==> src/rtl/pipeline_ctrl_pkg.sv <==
// Shared constants, state encodings and helpers for the pipeline stall/flush controller.
package pipeline_ctrl_pkg;

  localparam int REGFILE_ADDRESS_LEN = 4;
  localparam int PERF_LEN_DEFAULT    = 16;
  localparam int MEM_TIMEOUT_DEFAULT = 255;
  localparam int WATCHDOG_LEN        = 16;

  // Controller FSM encodings (2-bit, kept as plain constants for legacy tools)
  localparam logic [1:0] PCTRL_RUN      = 2'd0;
  localparam logic [1:0] PCTRL_MEM_WAIT = 2'd1;
  localparam logic [1:0] PCTRL_ERROR    = 2'd2;

  typedef logic [REGFILE_ADDRESS_LEN-1:0] reg_addr_t;

  // One RAW term: a source that is read, matched against a destination that is written
  function automatic logic src_match(input logic used, input reg_addr_t src,
                                     input logic wb_en, input reg_addr_t dest);
    return used & wb_en & (src == dest);
  endfunction

endpackage

==> src/rtl/pipeline_ctrl_if.sv <==
// Hazard/branch/SRAM inputs and stage-control outputs of the pipeline controller.
interface pipeline_ctrl_if #(
  parameter int PERF_LEN = 16
) ();
  import pipeline_ctrl_pkg::*;

  logic                forward_en;
  reg_addr_t           id_src1;
  reg_addr_t           id_src2;
  logic                id_use_src1;
  logic                id_two_src;
  reg_addr_t           exe_dest;
  logic                exe_wb_en;
  logic                exe_mem_read;
  reg_addr_t           mem_dest;
  logic                mem_wb_en;
  logic                exe_branch_taken;
  logic                mem_access_req;
  logic                mem_ready;
  logic                pipe_freeze;
  logic                if_freeze;
  logic                if_flush;
  logic                id_flush;
  logic                hazard;
  logic                mem_timeout_err;
  logic [PERF_LEN-1:0] stall_count;
  logic [PERF_LEN-1:0] flush_count;

  // The pipeline datapath side drives the status and reads the controls
  modport master (
    output forward_en, id_src1, id_src2, id_use_src1, id_two_src,
           exe_dest, exe_wb_en, exe_mem_read, mem_dest, mem_wb_en,
           exe_branch_taken, mem_access_req, mem_ready,
    input  pipe_freeze, if_freeze, if_flush, id_flush, hazard,
           mem_timeout_err, stall_count, flush_count
  );

  // The controller reads the status and drives the controls
  modport slave (
    input  forward_en, id_src1, id_src2, id_use_src1, id_two_src,
           exe_dest, exe_wb_en, exe_mem_read, mem_dest, mem_wb_en,
           exe_branch_taken, mem_access_req, mem_ready,
    output pipe_freeze, if_freeze, if_flush, id_flush, hazard,
           mem_timeout_err, stall_count, flush_count
  );

endinterface

==> src/rtl/pipeline_ctrl_hazard_detect.sv <==
// Combinational RAW hazard detector; the forwarding mode decides which producers matter.
module pipeline_ctrl_hazard_detect
  import pipeline_ctrl_pkg::*;
(
  input  logic      forward_en,
  input  reg_addr_t id_src1,
  input  reg_addr_t id_src2,
  input  logic      id_use_src1,
  input  logic      id_two_src,
  input  reg_addr_t exe_dest,
  input  logic      exe_wb_en,
  input  logic      exe_mem_read,
  input  reg_addr_t mem_dest,
  input  logic      mem_wb_en,
  output logic      hazard
);

  logic exe_hit_s;
  logic mem_hit_s;

  // With forwarding only a load in EX cannot be bypassed; without it every pending write stalls
  always_comb begin
    exe_hit_s = src_match(id_use_src1, id_src1, exe_wb_en, exe_dest) |
                src_match(id_two_src,  id_src2, exe_wb_en, exe_dest);
    mem_hit_s = src_match(id_use_src1, id_src1, mem_wb_en, mem_dest) |
                src_match(id_two_src,  id_src2, mem_wb_en, mem_dest);
    if (forward_en) begin
      hazard = exe_mem_read & exe_hit_s;
    end else begin
      hazard = exe_hit_s | mem_hit_s;
    end
  end

endmodule

==> src/rtl/pipeline_ctrl.sv <==
// Central stall/flush controller: SRAM-wait FSM with watchdog, priority gating, perf counters.
module pipeline_ctrl
  import pipeline_ctrl_pkg::*;
#(
  parameter int MEM_TIMEOUT = MEM_TIMEOUT_DEFAULT,
  parameter int PERF_LEN    = PERF_LEN_DEFAULT
) (
  input logic            clk,
  input logic            rst,
  pipeline_ctrl_if.slave bus
);

  localparam logic [WATCHDOG_LEN-1:0] WD_LAST  = WATCHDOG_LEN'(MEM_TIMEOUT - 1);
  localparam logic [PERF_LEN-1:0]     CNT_MAX  = {PERF_LEN{1'b1}};
  localparam logic [PERF_LEN-1:0]     CNT_ONE  = {{(PERF_LEN-1){1'b0}}, 1'b1};

  logic [1:0]              state_r;
  logic [1:0]              state_nxt_s;
  logic [WATCHDOG_LEN-1:0] wd_r;
  logic [WATCHDOG_LEN-1:0] wd_nxt_s;
  logic [PERF_LEN-1:0]     stall_cnt_r;
  logic [PERF_LEN-1:0]     flush_cnt_r;
  logic                    mem_stall_s;
  logic                    hazard_s;
  logic                    if_freeze_s;
  logic                    if_flush_s;
  logic                    id_flush_s;
  logic                    hazard_stall_s;
  logic                    branch_flush_s;

  // Counters stick at all-ones instead of wrapping
  function automatic logic [PERF_LEN-1:0] sat_inc(input logic [PERF_LEN-1:0] value);
    if (value == CNT_MAX) begin
      return value;
    end else begin
      return value + CNT_ONE;
    end
  endfunction

  pipeline_ctrl_hazard_detect u_hazard_detect (
    .forward_en   (bus.forward_en),
    .id_src1      (bus.id_src1),
    .id_src2      (bus.id_src2),
    .id_use_src1  (bus.id_use_src1),
    .id_two_src   (bus.id_two_src),
    .exe_dest     (bus.exe_dest),
    .exe_wb_en    (bus.exe_wb_en),
    .exe_mem_read (bus.exe_mem_read),
    .mem_dest     (bus.mem_dest),
    .mem_wb_en    (bus.mem_wb_en),
    .hazard       (hazard_s)
  );

  // Memory-wait FSM: decide the stall and the next state/watchdog value
  always_comb begin
    state_nxt_s = state_r;
    wd_nxt_s    = wd_r;
    mem_stall_s = 1'b0;
    case (state_r)
      PCTRL_RUN: begin
        mem_stall_s = bus.mem_access_req & ~bus.mem_ready;
        if (mem_stall_s) begin
          state_nxt_s = PCTRL_MEM_WAIT;
          wd_nxt_s    = {WATCHDOG_LEN{1'b0}};
        end else begin
          state_nxt_s = PCTRL_RUN;
        end
      end
      PCTRL_MEM_WAIT: begin
        mem_stall_s = ~bus.mem_ready;
        if (bus.mem_ready) begin
          // A late completion still wins over a watchdog trip in the same cycle
          state_nxt_s = PCTRL_RUN;
        end else if (wd_r == WD_LAST) begin
          state_nxt_s = PCTRL_ERROR;
        end else begin
          wd_nxt_s = wd_r + {{(WATCHDOG_LEN-1){1'b0}}, 1'b1};
        end
      end
      PCTRL_ERROR: begin
        mem_stall_s = 1'b1;
        state_nxt_s = PCTRL_ERROR;
      end
      default: begin
        // An unreachable encoding is treated as a fault: freeze and latch the error
        mem_stall_s = 1'b1;
        state_nxt_s = PCTRL_ERROR;
      end
    endcase
  end

  // Priority gating: freeze, then branch flush, then hazard bubble
  always_comb begin
    if_freeze_s    = 1'b0;
    if_flush_s     = 1'b0;
    id_flush_s     = 1'b0;
    hazard_stall_s = 1'b0;
    branch_flush_s = 1'b0;
    if (mem_stall_s) begin
      // Inputs are re-presented next cycle, so branch/hazard actions simply wait
      if_freeze_s = 1'b1;
    end else if (bus.exe_branch_taken) begin
      // The ID instruction is squashed, so its hazard is irrelevant
      if_flush_s     = 1'b1;
      id_flush_s     = 1'b1;
      branch_flush_s = 1'b1;
    end else if (hazard_s) begin
      if_freeze_s    = 1'b1;
      id_flush_s     = 1'b1;
      hazard_stall_s = 1'b1;
    end else begin
      if_freeze_s = 1'b0;
    end
  end

  // FSM, watchdog and performance counters
  always_ff @(posedge clk or posedge rst) begin
    if (rst) begin
      state_r     <= PCTRL_RUN;
      wd_r        <= {WATCHDOG_LEN{1'b0}};
      stall_cnt_r <= {PERF_LEN{1'b0}};
      flush_cnt_r <= {PERF_LEN{1'b0}};
    end else begin
      state_r <= state_nxt_s;
      wd_r    <= wd_nxt_s;
      if (mem_stall_s | hazard_stall_s) begin
        stall_cnt_r <= sat_inc(stall_cnt_r);
      end
      if (branch_flush_s) begin
        flush_cnt_r <= sat_inc(flush_cnt_r);
      end
    end
  end

  assign bus.pipe_freeze     = mem_stall_s;
  assign bus.if_freeze       = if_freeze_s;
  assign bus.if_flush        = if_flush_s;
  assign bus.id_flush        = id_flush_s;
  assign bus.hazard          = hazard_s;
  assign bus.mem_timeout_err = (state_r == PCTRL_ERROR);
  assign bus.stall_count     = stall_cnt_r;
  assign bus.flush_count     = flush_cnt_r;

endmodule

==> src/flat_wrapper.sv <==
// flat-port wrapper written by rule: the top's interface ports become plain ports
module pipeline_ctrl_flat import pipeline_ctrl_pkg::*;
#(
  parameter int MEM_TIMEOUT = MEM_TIMEOUT_DEFAULT,
  parameter int PERF_LEN    = PERF_LEN_DEFAULT
)
  (clk, rst, bus_forward_en, bus_id_src1, bus_id_src2, bus_id_use_src1, bus_id_two_src, bus_exe_dest, bus_exe_wb_en, bus_exe_mem_read, bus_mem_dest, bus_mem_wb_en, bus_exe_branch_taken, bus_mem_access_req, bus_mem_ready, bus_pipe_freeze, bus_if_freeze, bus_if_flush, bus_id_flush, bus_hazard, bus_mem_timeout_err, bus_stall_count, bus_flush_count);
  pipeline_ctrl_if #(.PERF_LEN(PERF_LEN)) bus_i ();
  input logic clk;
  input logic rst;
  input wire logic [$bits(bus_i.forward_en)-1:0] bus_forward_en;
  input wire logic [$bits(bus_i.id_src1)-1:0] bus_id_src1;
  input wire logic [$bits(bus_i.id_src2)-1:0] bus_id_src2;
  input wire logic [$bits(bus_i.id_use_src1)-1:0] bus_id_use_src1;
  input wire logic [$bits(bus_i.id_two_src)-1:0] bus_id_two_src;
  input wire logic [$bits(bus_i.exe_dest)-1:0] bus_exe_dest;
  input wire logic [$bits(bus_i.exe_wb_en)-1:0] bus_exe_wb_en;
  input wire logic [$bits(bus_i.exe_mem_read)-1:0] bus_exe_mem_read;
  input wire logic [$bits(bus_i.mem_dest)-1:0] bus_mem_dest;
  input wire logic [$bits(bus_i.mem_wb_en)-1:0] bus_mem_wb_en;
  input wire logic [$bits(bus_i.exe_branch_taken)-1:0] bus_exe_branch_taken;
  input wire logic [$bits(bus_i.mem_access_req)-1:0] bus_mem_access_req;
  input wire logic [$bits(bus_i.mem_ready)-1:0] bus_mem_ready;
  output wire logic [$bits(bus_i.pipe_freeze)-1:0] bus_pipe_freeze;
  output wire logic [$bits(bus_i.if_freeze)-1:0] bus_if_freeze;
  output wire logic [$bits(bus_i.if_flush)-1:0] bus_if_flush;
  output wire logic [$bits(bus_i.id_flush)-1:0] bus_id_flush;
  output wire logic [$bits(bus_i.hazard)-1:0] bus_hazard;
  output wire logic [$bits(bus_i.mem_timeout_err)-1:0] bus_mem_timeout_err;
  output wire logic [$bits(bus_i.stall_count)-1:0] bus_stall_count;
  output wire logic [$bits(bus_i.flush_count)-1:0] bus_flush_count;
  assign bus_i.forward_en = bus_forward_en;
  assign bus_i.id_src1 = bus_id_src1;
  assign bus_i.id_src2 = bus_id_src2;
  assign bus_i.id_use_src1 = bus_id_use_src1;
  assign bus_i.id_two_src = bus_id_two_src;
  assign bus_i.exe_dest = bus_exe_dest;
  assign bus_i.exe_wb_en = bus_exe_wb_en;
  assign bus_i.exe_mem_read = bus_exe_mem_read;
  assign bus_i.mem_dest = bus_mem_dest;
  assign bus_i.mem_wb_en = bus_mem_wb_en;
  assign bus_i.exe_branch_taken = bus_exe_branch_taken;
  assign bus_i.mem_access_req = bus_mem_access_req;
  assign bus_i.mem_ready = bus_mem_ready;
  assign bus_pipe_freeze = bus_i.pipe_freeze;
  assign bus_if_freeze = bus_i.if_freeze;
  assign bus_if_flush = bus_i.if_flush;
  assign bus_id_flush = bus_i.id_flush;
  assign bus_hazard = bus_i.hazard;
  assign bus_mem_timeout_err = bus_i.mem_timeout_err;
  assign bus_stall_count = bus_i.stall_count;
  assign bus_flush_count = bus_i.flush_count;
  pipeline_ctrl #(.MEM_TIMEOUT(MEM_TIMEOUT), .PERF_LEN(PERF_LEN)) u_core (.clk(clk), .rst(rst), .bus(bus_i));
endmodule
==> config.mk <==
export PLATFORM = sky130hd
export DESIGN_NAME = pipeline_ctrl_flat
export DESIGN_NICKNAME = d
export VERILOG_FILES = /design/src/rtl/pipeline_ctrl_pkg.sv /design/src/rtl/pipeline_ctrl_if.sv /design/src/rtl/pipeline_ctrl_hazard_detect.sv /design/src/rtl/pipeline_ctrl.sv /design/src/flat_wrapper.sv
export SDC_FILE = /design/constraint.sdc
export NUM_CORES = 1
export LEC_CHECK = 0
export ABC_AREA = 1
export CAP_MARGIN = 20
export CORE_UTILIZATION = 45
export CTS_BUF_LIST = sky130_fd_sc_hd__clkbuf_4
export DETAILED_ROUTE_END_ITERATION = 10
export GPL_ROUTABILITY_DRIVEN = 0
export PLACE_DENSITY = 0.85
export REMOVE_ABC_BUFFERS = 1
export SLEW_MARGIN = 10
export SYNTH_ARGS = -nofsm -noshare
export SYNTH_HDL_FRONTEND = slang
export SYNTH_SLANG_ARGS = --single-unit
==> constraint.sdc <==
create_clock -name clk -period 1.9 [get_ports clk]
set_clock_uncertainty 0.15 [all_clocks]
set_input_delay 0.19 -clock clk [delete_from_list [all_inputs] [get_ports clk]]
set_output_delay 0.19 -clock clk [all_outputs]
set_load 0.05 [all_outputs]
==> metrics.txt, run 1 <==
final count of pins violating max slew=0; # setup viols final=0; sequential fraction of the synthesis area=0.373; post-route DRC violation count=0; post-DR wirelength/cell=13.0 um; final-report hold violation count=0; CP Data Arrival Time=1.53 ns; global-route track usage on met1=0.278; top-area cell type share of the netlist area=0.373; initial standard-cell utilization of the core=0.465; endpoint class of the critical path=output port; Pint=2.46 mW; top-level I/O count=65; final non-filler cell total=694; wire length of the first global-routing pass=14500 um; Pleak=2.45 nW; buffer depth of the longest clock path=2; Critical Path Fanout Max=3; setup repair after global routing missed its margin=true; met3 usage=0.0410; insertion delay to the later sink of the worst-skew pair=0.37 ns; switching power=2.03 mW; share of layout cells above drive strength 1=0.250; area delta synth->final=40.8%; met2 track demand over resource=0.427; leading area contributor after synthesis=dfrtp_1; critical path class=flop to output port; gr ovfl total=0; number of distinct library cell variants in the gate-level netlist after synthesis=32; clock sink count=50; Detailed Place HPWL=6710 um; max_slew headroom=0.680; area post-placement=4400 um2; maximum number of pins on one net before global-route repair=22; accumulated negative setup slack=0 ns; Mapped Area=3350 um2; register share of total power=0.303; cells after synthesis=470; most common library cells after synthesis=nand2_1 (152), inv_1 (57), dfrtp_1 (50); count of inserted antenna diode cells=0; Net Sw Frac=0.451; clk root buf=clkbuf_4; Maximum Capacitance Violations=0; worst reg2reg endpoint=u_core.bus.flush_count[4]$_DFFE_PP0P_; PwrDens=951 nW/um2; origin of the worst setup path=u_core.state_r[0]$_DFFE_PP0P_; highest clock frequency the design can meet=0.535 GHz; Die H=88.3 um; main area contributors after synthesis=dfrtp_1 (37%), nand2_1 (17%), xor2_1 (6.5%); proportion of power drawn by the clock network=0.143; number of placed instances with taps included=667; most frequently used cell type in the post-synthesis netlist=nand2_1; depth of the CTS H-tree=2; worst voltage drop across the vdd grid=1.11 mV; area inside the core boundary=7210 um2; Yosys reg bits=50; initial antenna violation count=0; run status=finished, final reports clean; Via-to-Cell Ratio=5.21; Syn Area/Cell=7.13 um2; worst flop-to-flop path startpoint=u_core.bus.flush_count[1]$_DFFE_PP0P_; TritonCTS clock tree=done; Comb power frac=0.554; number of cells traversed by the worst hold path=3; transition time at the pin with the least slew margin=0.482 ns; count of flip-flops with a built-in enable after synthesis=0; die width=88.3 um; Final Instance Area=4720 um2; class of the most critical hold timing path=primary input to flop; final WL=9060 um; number of detailed-route iterations in the first pass=4; Critical Path Start Type=flop; flop2flop setup slack=0.04 ns; via count of the first global-routing pass=3328; most instantiated flip-flop cell in the synthesis netlist=dfrtp_1; FFs w/ async S/R, synth=1.00; number of cells traversed by the worst register-to-register path=8; number of nets in the layout=625; Tmin final=1.87 ns; launch point of the worst hold path=bus_mem_access_req; First DRT Iteration DRCs=206; number of antenna-violating nets in the routed design=0; final hold slack=0.386 ns; GRT Total Usage=0.233; Std-Cell Rows=31; clock input transition at the sequential cells of the worst setup and hold paths=0.15 ns; count of yosys warnings during synthesis=0; global route hottest layer=met2; Hold Crit Endpoint=u_core.state_r[0]$_DFFE_PP0P_; final worst path period share=0.984; required time of the worst setup path=1.56 ns; CTS Buf Count=5; number of vias after detailed routing=3613; Port Buf Inserts=64; area of the die=7800 um2
worst max-delay path, stage by stage, from the launching register on:
cell     delay (ns)
dfrtp_1        0.42
o21ai_2        0.14
nand2_2        0.10
buf_6          0.15
o21ai_2        0.10
buf_4          0.13
buf_12         0.12
flip-flops by register name (all words and copies together), names as in the netlist:
name and flops:
u_core.wd_r 16, u_core.bus.flush_count 16, u_core.bus.stall_count 16, u_core.state_r 2
kinds of logic after synthesis:
logic type      share of synthesized area
simple gates                        0.388
buf+inv                            0.0859
flops                               0.373
xor+xnor                           0.0993
compound gates                     0.0384
fa+ha+maj                          0.0149
worst max path at each step:
stage | endpoint | slack [ns] | depth (start not counted)
floorplan | bus_id_flush | -1.04 | 5
global route | bus_id_flush | -0.06 | 6
detailed placement | u_core.bus.stall_count[10]$_DFFE_PP0P_ | -0.24 | 12
global placement | bus_if_freeze | -0.18 | 13
finish | bus_id_flush | 0.03 | 6
CTS | bus_id_flush | -0.02 | 7
per-stage QoR:
| stage | worst slack (ns) | utilization | total power [mW] |
|---|---|---|---|
| 2_1_floorplan | -1.04 | - | 2.59 |
| 3_3_place_gp | -0.185 | 0.609 | 3.51 |
| 3_5_place_dp | -0.236 | 0.609 | 3.59 |
| 4_1_cts | -0.0211 | 0.633 | 4.34 |
| 5_1_grt | -0.0599 | 0.654 | 4.75 |
| 6_report | 0.0297 | 0.654 | 4.49 |
cell usage in the layout, fill, tap and decap left out, drive strengths merged:
cell type / synthesis / layout
nand2: 154 / 154
buf: 6 / 96
inv: 60 / 63
dfrtp: 50 / 50
nor2: 34 / 34
nand3: 33 / 34
nand4: 28 / 28
xor2: 25 / 25
dlygate4sd2: 0 / 21
o21ai: 21 / 21
nor3: 16 / 16
xnor2: 13 / 13
nand3b: 9 / 9
clkdlybuf4s50: 0 / 6
or2: 5 / 5
clkbuf: 3 / 5
ha: 4 / 4
nor4: 3 / 3
o21a: 1 / 1
a21oi: 1 / 1
o31ai: 1 / 1
nor4b: 1 / 1
bufinv: 0 / 1
clkinv: 2 / 1
dlygate4sd3: 0 / 1
clkdlybuf4s15: 0 / 1
cell type report:
class | instances | area (um2)
clock buffers | 5 | 37.5
clock inverters | 3 | 43.8
fillers | 593 | 2500
inverters | 62 | 243
multi-input cells | 350 | 1910
flip-flops and latches | 50 | 1250
well taps | 99 | 124
repair buffers | 125 | 1100
repair_timing:
item | in CTS | in global routing
gates cloned | 0 | 1
setup buffers | 8 | 11
setup endpoints to repair | 32 | 42
hold buffers | 1 | 0
resized for setup | 41 | 23
pin swaps | 11 | 12
endpoints found under the hold margin | 18 | 0
layer usage:
layer,part of all wire,up-vias
li1,-,1754
met1,0.41,1704
met2,0.52,131
met3,0.049,24
met4,0.021,0
met5,0,-
power groups by stage:
| stage | combinational [mW] | sequential (mW) | clock [mW] |
|---|---|---|---|
| floorplan | 0.764 | 1.83 | 0 |
| global placement | 2.16 | 1.36 | 0 |
| detailed placement | 2.22 | 1.38 | 0 |
| CTS | 2.33 | 1.34 | 0.664 |
| global route | 2.65 | 1.38 | 0.712 |
| finish | 2.48 | 1.36 | 0.642 |
(Power assumes the default switching activity.)
==> run 2: changes to the inputs <==
DONT_BUFFER_PORTS = 1   (was default)
PLACE_DENSITY = 0.71   (was 0.85)
clock period = 2.3 ns   (was 1.9 ns; I/O delays follow)
==> run 2 against run 1 <==
Net effect:
- register-to-register slack better by 0.24 ns
- via count is 13% lower
- critical path depth stayed put
- sequential share of layout area is 6.1 points higher
- clock-buffer cell count stayed put
==> metrics.txt, run 2 (synthesis gave the netlist of run 1 again) <==
transition time at the pin with the least slew margin=0.549 ns; CTS Buf Count=5; filler cell count in the final layout=725; clock input transition at the sequential cells of the worst setup and hold paths=0.15 ns; Via-to-Cell Ratio=5.15; count of inserted antenna diode cells=0; area of the die=7800 um2; number of setup buffers added after CTS=0; # setup viols final=0; top-level I/O count=65; via count of the first global-routing pass=3065; maximum number of pins on one net before global-route repair=26; number of detailed-route iterations in the first pass=4; required time of the worst setup path=1.92 ns; buffer depth of the longest clock path=2; initial antenna violation count=0; GRT Total Usage=0.221; insertion delay to the later sink of the worst-skew pair=0.37 ns; wire length of the first global-routing pass=13600 um; area post-placement=3740 um2; number of nets in the layout=543; area delta synth->final=14.4%; Std-Cell Rows=31; area inside the core boundary=7210 um2; Critical Path Start Type=flop; Tmin final=2.11 ns; Pleak=1.98 nW; PwrDens=804 nW/um2; die width=88.3 um; clk root buf=clkbuf_4; run status=finished, final reports clean; Maximum Capacitance Violations=0; First DRT Iteration DRCs=161; share of layout cells above drive strength 1=0.135; critical path class=flop to output port; Final Instance Area=3840 um2; post-route DRC violation count=0; commonest cells after routing, fill and taps aside=nand2_1 (152), inv_1 (56), dfrtp_1 (50); TritonCTS clock tree=done; depth of the CTS H-tree=2; initial standard-cell utilization of the core=0.465; clock sink count=50; highest clock frequency the design can meet=0.474 GHz; setup repair after global routing missed its margin=false; final-report hold violation count=0; number of antenna-violating nets in the routed design=0; endpoint class of the critical path=output port; Detailed Place HPWL=6040 um; Port Buf Inserts=0; Critical Path Fanout Max=10; final count of pins violating max slew=0; final worst path period share=0.918; post-DR wirelength/cell=12.9 um; gr ovfl total=0; max_slew headroom=0.634; CP Data Arrival Time=1.73 ns; accumulated negative setup slack=0 ns; Die H=88.3 um; most common cell after layout, fill and taps aside=nand2_1; worst voltage drop across the vdd grid=0.804 mV; class of the most critical hold timing path=primary input to flop; number of vias after detailed routing=3144; final WL=7860 um
==> run 2: cell count changes in the layout (fill, tap and decap cells not counted), sizes merged <==
cell	delta
buf	-53
clkdlybuf4s15	-1
clkdlybuf4s50	-6
clkinv	+1
dlygate4sd2	-21
inv	-2
nand3	-1
==> run 2: worst max-delay path: stages, from the launching register on <==
cell     delay, ns
dfrtp_1       0.43
o21ai_1       0.14
nand2_1       0.14
nor2_2        0.22
inv_4         0.12
o21ai_1       0.10
buf_4         0.21
==> run 2: through the flow <==
step | util | std cells | power, mW | hold WS (ns) | setup WS [ns]
final | 0.532 | 611 | 3.08 | 0.0501 | 0.188
after global routing | 0.532 | 611 | 3.28 | 0.0689 | 0.0535
after CTS | 0.531 | 611 | 3.09 | 0.0410 | 0.115
after detailed placement | 0.519 | 603 | 2.59 | 0.0292 | 0.253
after global placement | 0.519 | 603 | 2.54 | 0.0237 | 0.349
after floorplan | - | 461 | 2.14 | 0.331 | -0.681
==> run 2: worst paths after layout <==
path	from	endpoint	slack, ns	cells after the start
max	u_core.state_r[0]$_DFFE_PP0P_	bus_id_flush	0.19	6
min	bus_mem_ready	u_core.state_r[1]$_DFFE_PP0P_	0.05	4
max reg2reg	u_core.wd_r[7]$_DFFE_PP0P_	u_core.wd_r[10]$_DFFE_PP0P_	0.28	8
min reg2reg	u_core.wd_r[15]$_DFFE_PP0P_	u_core.wd_r[15]$_DFFE_PP0P_	0.40	2
max in group asynchronous	rst	u_core.bus.stall_count[3]$_DFFE_PP0P_	1.19	3
min in group asynchronous	rst	u_core.bus.flush_count[1]$_DFFE_PP0P_	0.18	2
==> run 2: timing repair <==
item,CTS,global route
pin swaps,0,0
resized for setup,1,2
endpoints found under the hold margin,23,0
endpoints found under the setup margin,1,2
hold buffers,1,0
==> run 2: power breakdown <==
| part | switching (mW) | internal, mW |
|---|---|---|
| clock | 0.280 | 0.220 |
| combinational | 1.06 | 0.391 |
| sequential | 0.129 | 1.01 |
==> run 2: per-layer routing <==
metal,track usage,share of wire,vias to the layer above
li1,-,-,1584
met1,0.282,0.45,1469
met2,0.385,0.47,79
met3,0.0476,0.061,12
met4,0.0484,0.011,0
met5,0,0,-
==> run 2: final cells by class <==
| cell class | instances | area, um2 | share of cell area |
|---|---|---|---|
| Sequential cell | 50 | 1250 | 0.326 |
| Multi-Input combinational cell | 349 | 1820 | 0.475 |
| Tap cell | 99 | 124 | 0.0323 |
| Clock inverter | 2 | 33.8 | 0.00881 |
| Clock buffer | 5 | 37.5 | 0.00978 |
| Inverter | 62 | 236 | 0.0616 |
| Timing Repair Buffer | 44 | 333 | 0.0868 |
==> run 3: changes to the inputs <==
CORE_ASPECT_RATIO = 0.9   (was default)
==> run 3 against run 2 <==
Net effect:
- final area is 0.23% lower
- register-to-register slack worse by 0.02 ns
- global-route usage is 1.5 points lower
- critical path depth stayed put
- power hardly changed
- first-iteration DRC count is 8.1% lower
- flip-flop and latch count stayed put
- critical endpoint unchanged
- largest power group unchanged
==> metrics.txt, run 3 (synthesis gave the netlist of run 1 again) <==
worst flop-to-flop path startpoint=u_core.bus.stall_count[1]$_DFFE_PP0P_; area inside the core boundary=7110 um2; Port Buf Inserts=0; endpoint class of the critical path=output port; post-layout worst setup margin=0.209 ns; final non-filler cell total=606; area post-placement=3740 um2; share of layout cells above drive strength 1=0.138; number of cells traversed by the worst hold path=4; max_slew headroom=0.581; launch point of the worst hold path=bus_mem_ready; most common cell after layout, fill and taps aside=nand2_1; number of detailed-route iterations in the first pass=4; PwrDens=805 nW/um2; GRT Total Usage=0.207; number of cells traversed by the worst register-to-register path=9; final count of pins violating max slew=0; clock sink count=50; buffer depth of the longest clock path=2; switching power=1.46 mW; class of the most critical hold timing path=primary input to flop; run status=finished, final reports clean; Tmin final=2.09 ns; transition time at the pin with the least slew margin=0.628 ns; proportion of power drawn by the clock network=0.168; depth of the CTS H-tree=2; required time of the worst setup path=1.92 ns; Pint=1.62 mW; Final Instance Area=3830 um2; setup repair after global routing missed its margin=false; Pleak=1.99 nW; flop2flop setup slack=0.26 ns; commonest cells after routing, fill and taps aside=nand2_1 (152), inv_1 (56), dfrtp_1 (50); Via-to-Cell Ratio=5.11; Maximum Capacitance Violations=0; final-report hold violation count=0; First DRT Iteration DRCs=148; Detailed Place HPWL=5910 um; number of placed instances with taps included=597; Comb power frac=0.469; post-route DRC violation count=0; master of the slowest instance on the critical path=dfrtp_1; wire length of the first global-routing pass=13200 um; number of setup buffers added after CTS=0; register share of total power=0.363; Std-Cell Rows=29; number of vias after detailed routing=3095; ordered cell list for the critical path=inv_2 > nand2_1 > nor2_2 > inv_4 > o21ai_1 > buf_4; Critical Path Fanout Max=11; area of the die=7800 um2; Net Sw Frac=0.473; initial antenna violation count=0; area delta synth->final=14.2%; Place WS=0.274 ns; critical path class=flop to output port; highest clock frequency the design can meet=0.478 GHz; Hold Crit Endpoint=u_core.state_r[1]$_DFFE_PP0P_; TritonCTS clock tree=done; Die H=83.9 um; final WL=7580 um; worst reg2reg endpoint=u_core.bus.stall_count[2]$_DFFE_PP0P_; clock input transition at the sequential cells of the worst setup and hold paths=0.14 ns; post-DR wirelength/cell=12.5 um; CP Data Arrival Time=1.71 ns; # setup viols final=0; count of inserted antenna diode cells=0; initial standard-cell utilization of the core=0.471; gr ovfl total=0; final worst path period share=0.909; top-level I/O count=65; number of nets in the layout=543; clk root buf=clkbuf_4; die width=93.0 um; insertion delay to the later sink of the worst-skew pair=0.37 ns; maximum number of pins on one net before global-route repair=51; stage delay of the slowest cell on the critical path=0.48 ns; number of antenna-violating nets in the routed design=0; worst voltage drop across the vdd grid=0.739 mV; CTS Buf Count=5; Critical Path Start Type=flop; via count of the first global-routing pass=2935
[run 3: cell types whose count changed in the layout (fill, tap and decap cells not counted), sizes merged]
cell | before | now
clkinv | 2 | 3
[run 3: timing repair]
item,CTS,global route
hold buffers,1,0
gates resized for setup,1,1
setup endpoints to repair,1,1
endpoints found under the hold margin,50,0
[run 3: stage by stage]
step	utilization	hold WS [ns]	TNS [ns]	total power, mW
after detailed placement	0.526	0.176	0	2.58
after CTS	0.538	0.0427	0	3.10
after global routing	0.538	0.0899	0	3.27
final	0.538	0.0566	0	3.08
after floorplan	-	0.331	-8.26	2.14
after global placement	0.526	0.169	0	2.55
[run 3: worst max-delay path, delay by kind of cell (launching register included)]
family | cells | cell delay, ns
flops | 1 | 0.48
buf+inv | 3 | 0.43
simple gates | 2 | 0.34
compound gates | 1 | 0.10
[run 3: layer usage]
metal / share of wire / global-route usage
met1: 0.49 / 0.293
met2: 0.46 / 0.324
met3: 0.051 / 0.0446
met4: 0.0046 / 0.0448
met5: 0 / 0
[run 3: how the worst max path moves through the flow]
stage | start | endpoint | slack, ns | cells past startpoint
global placement | u_core.state_r[0]$_DFFE_PP0P_ | bus_id_flush | 0.31 | 6
CTS | u_core.state_r[0]$_DFFE_PP0P_ | bus_id_flush | 0.08 | 6
finish | u_core.state_r[1]$_DFFE_PP0P_ | bus_id_flush | 0.21 | 6
floorplan | u_core.state_r[0]$_DFFE_PP0P_ | bus_id_flush | -0.68 | 5
detailed placement | u_core.bus.stall_count[0]$_DFFE_PP0P_ | u_core.bus.stall_count[6]$_DFFE_PP0P_ | 0.27 | 9
global route | u_core.bus.flush_count[0]$_DFFE_PP0P_ | u_core.bus.flush_count[2]$_DFFE_PP0P_ | 0.002 | 7
[run 3: cell type report]
| type | instances | area [um2] |
|---|---|---|
| Timing Repair Buffer | 44 | 333 |
| Clock inverter | 3 | 40.0 |
| Tap cell | 93 | 116 |
| Sequential cell | 50 | 1250 |
| Fill cell | 705 | 3280 |
| Clock buffer | 5 | 37.5 |
| Inverter | 62 | 236 |
| Multi-Input combinational cell | 349 | 1810 |
[run 3: power by group through the flow]
stage,Sequential (mW),Clock [mW],Combinational (mW)
floorplan,1.51,0,0.631
global placement,1.13,0,1.42
detailed placement,1.14,0,1.44
CTS,1.12,0.533,1.45
global route,1.14,0.568,1.57
finish,1.12,0.518,1.45
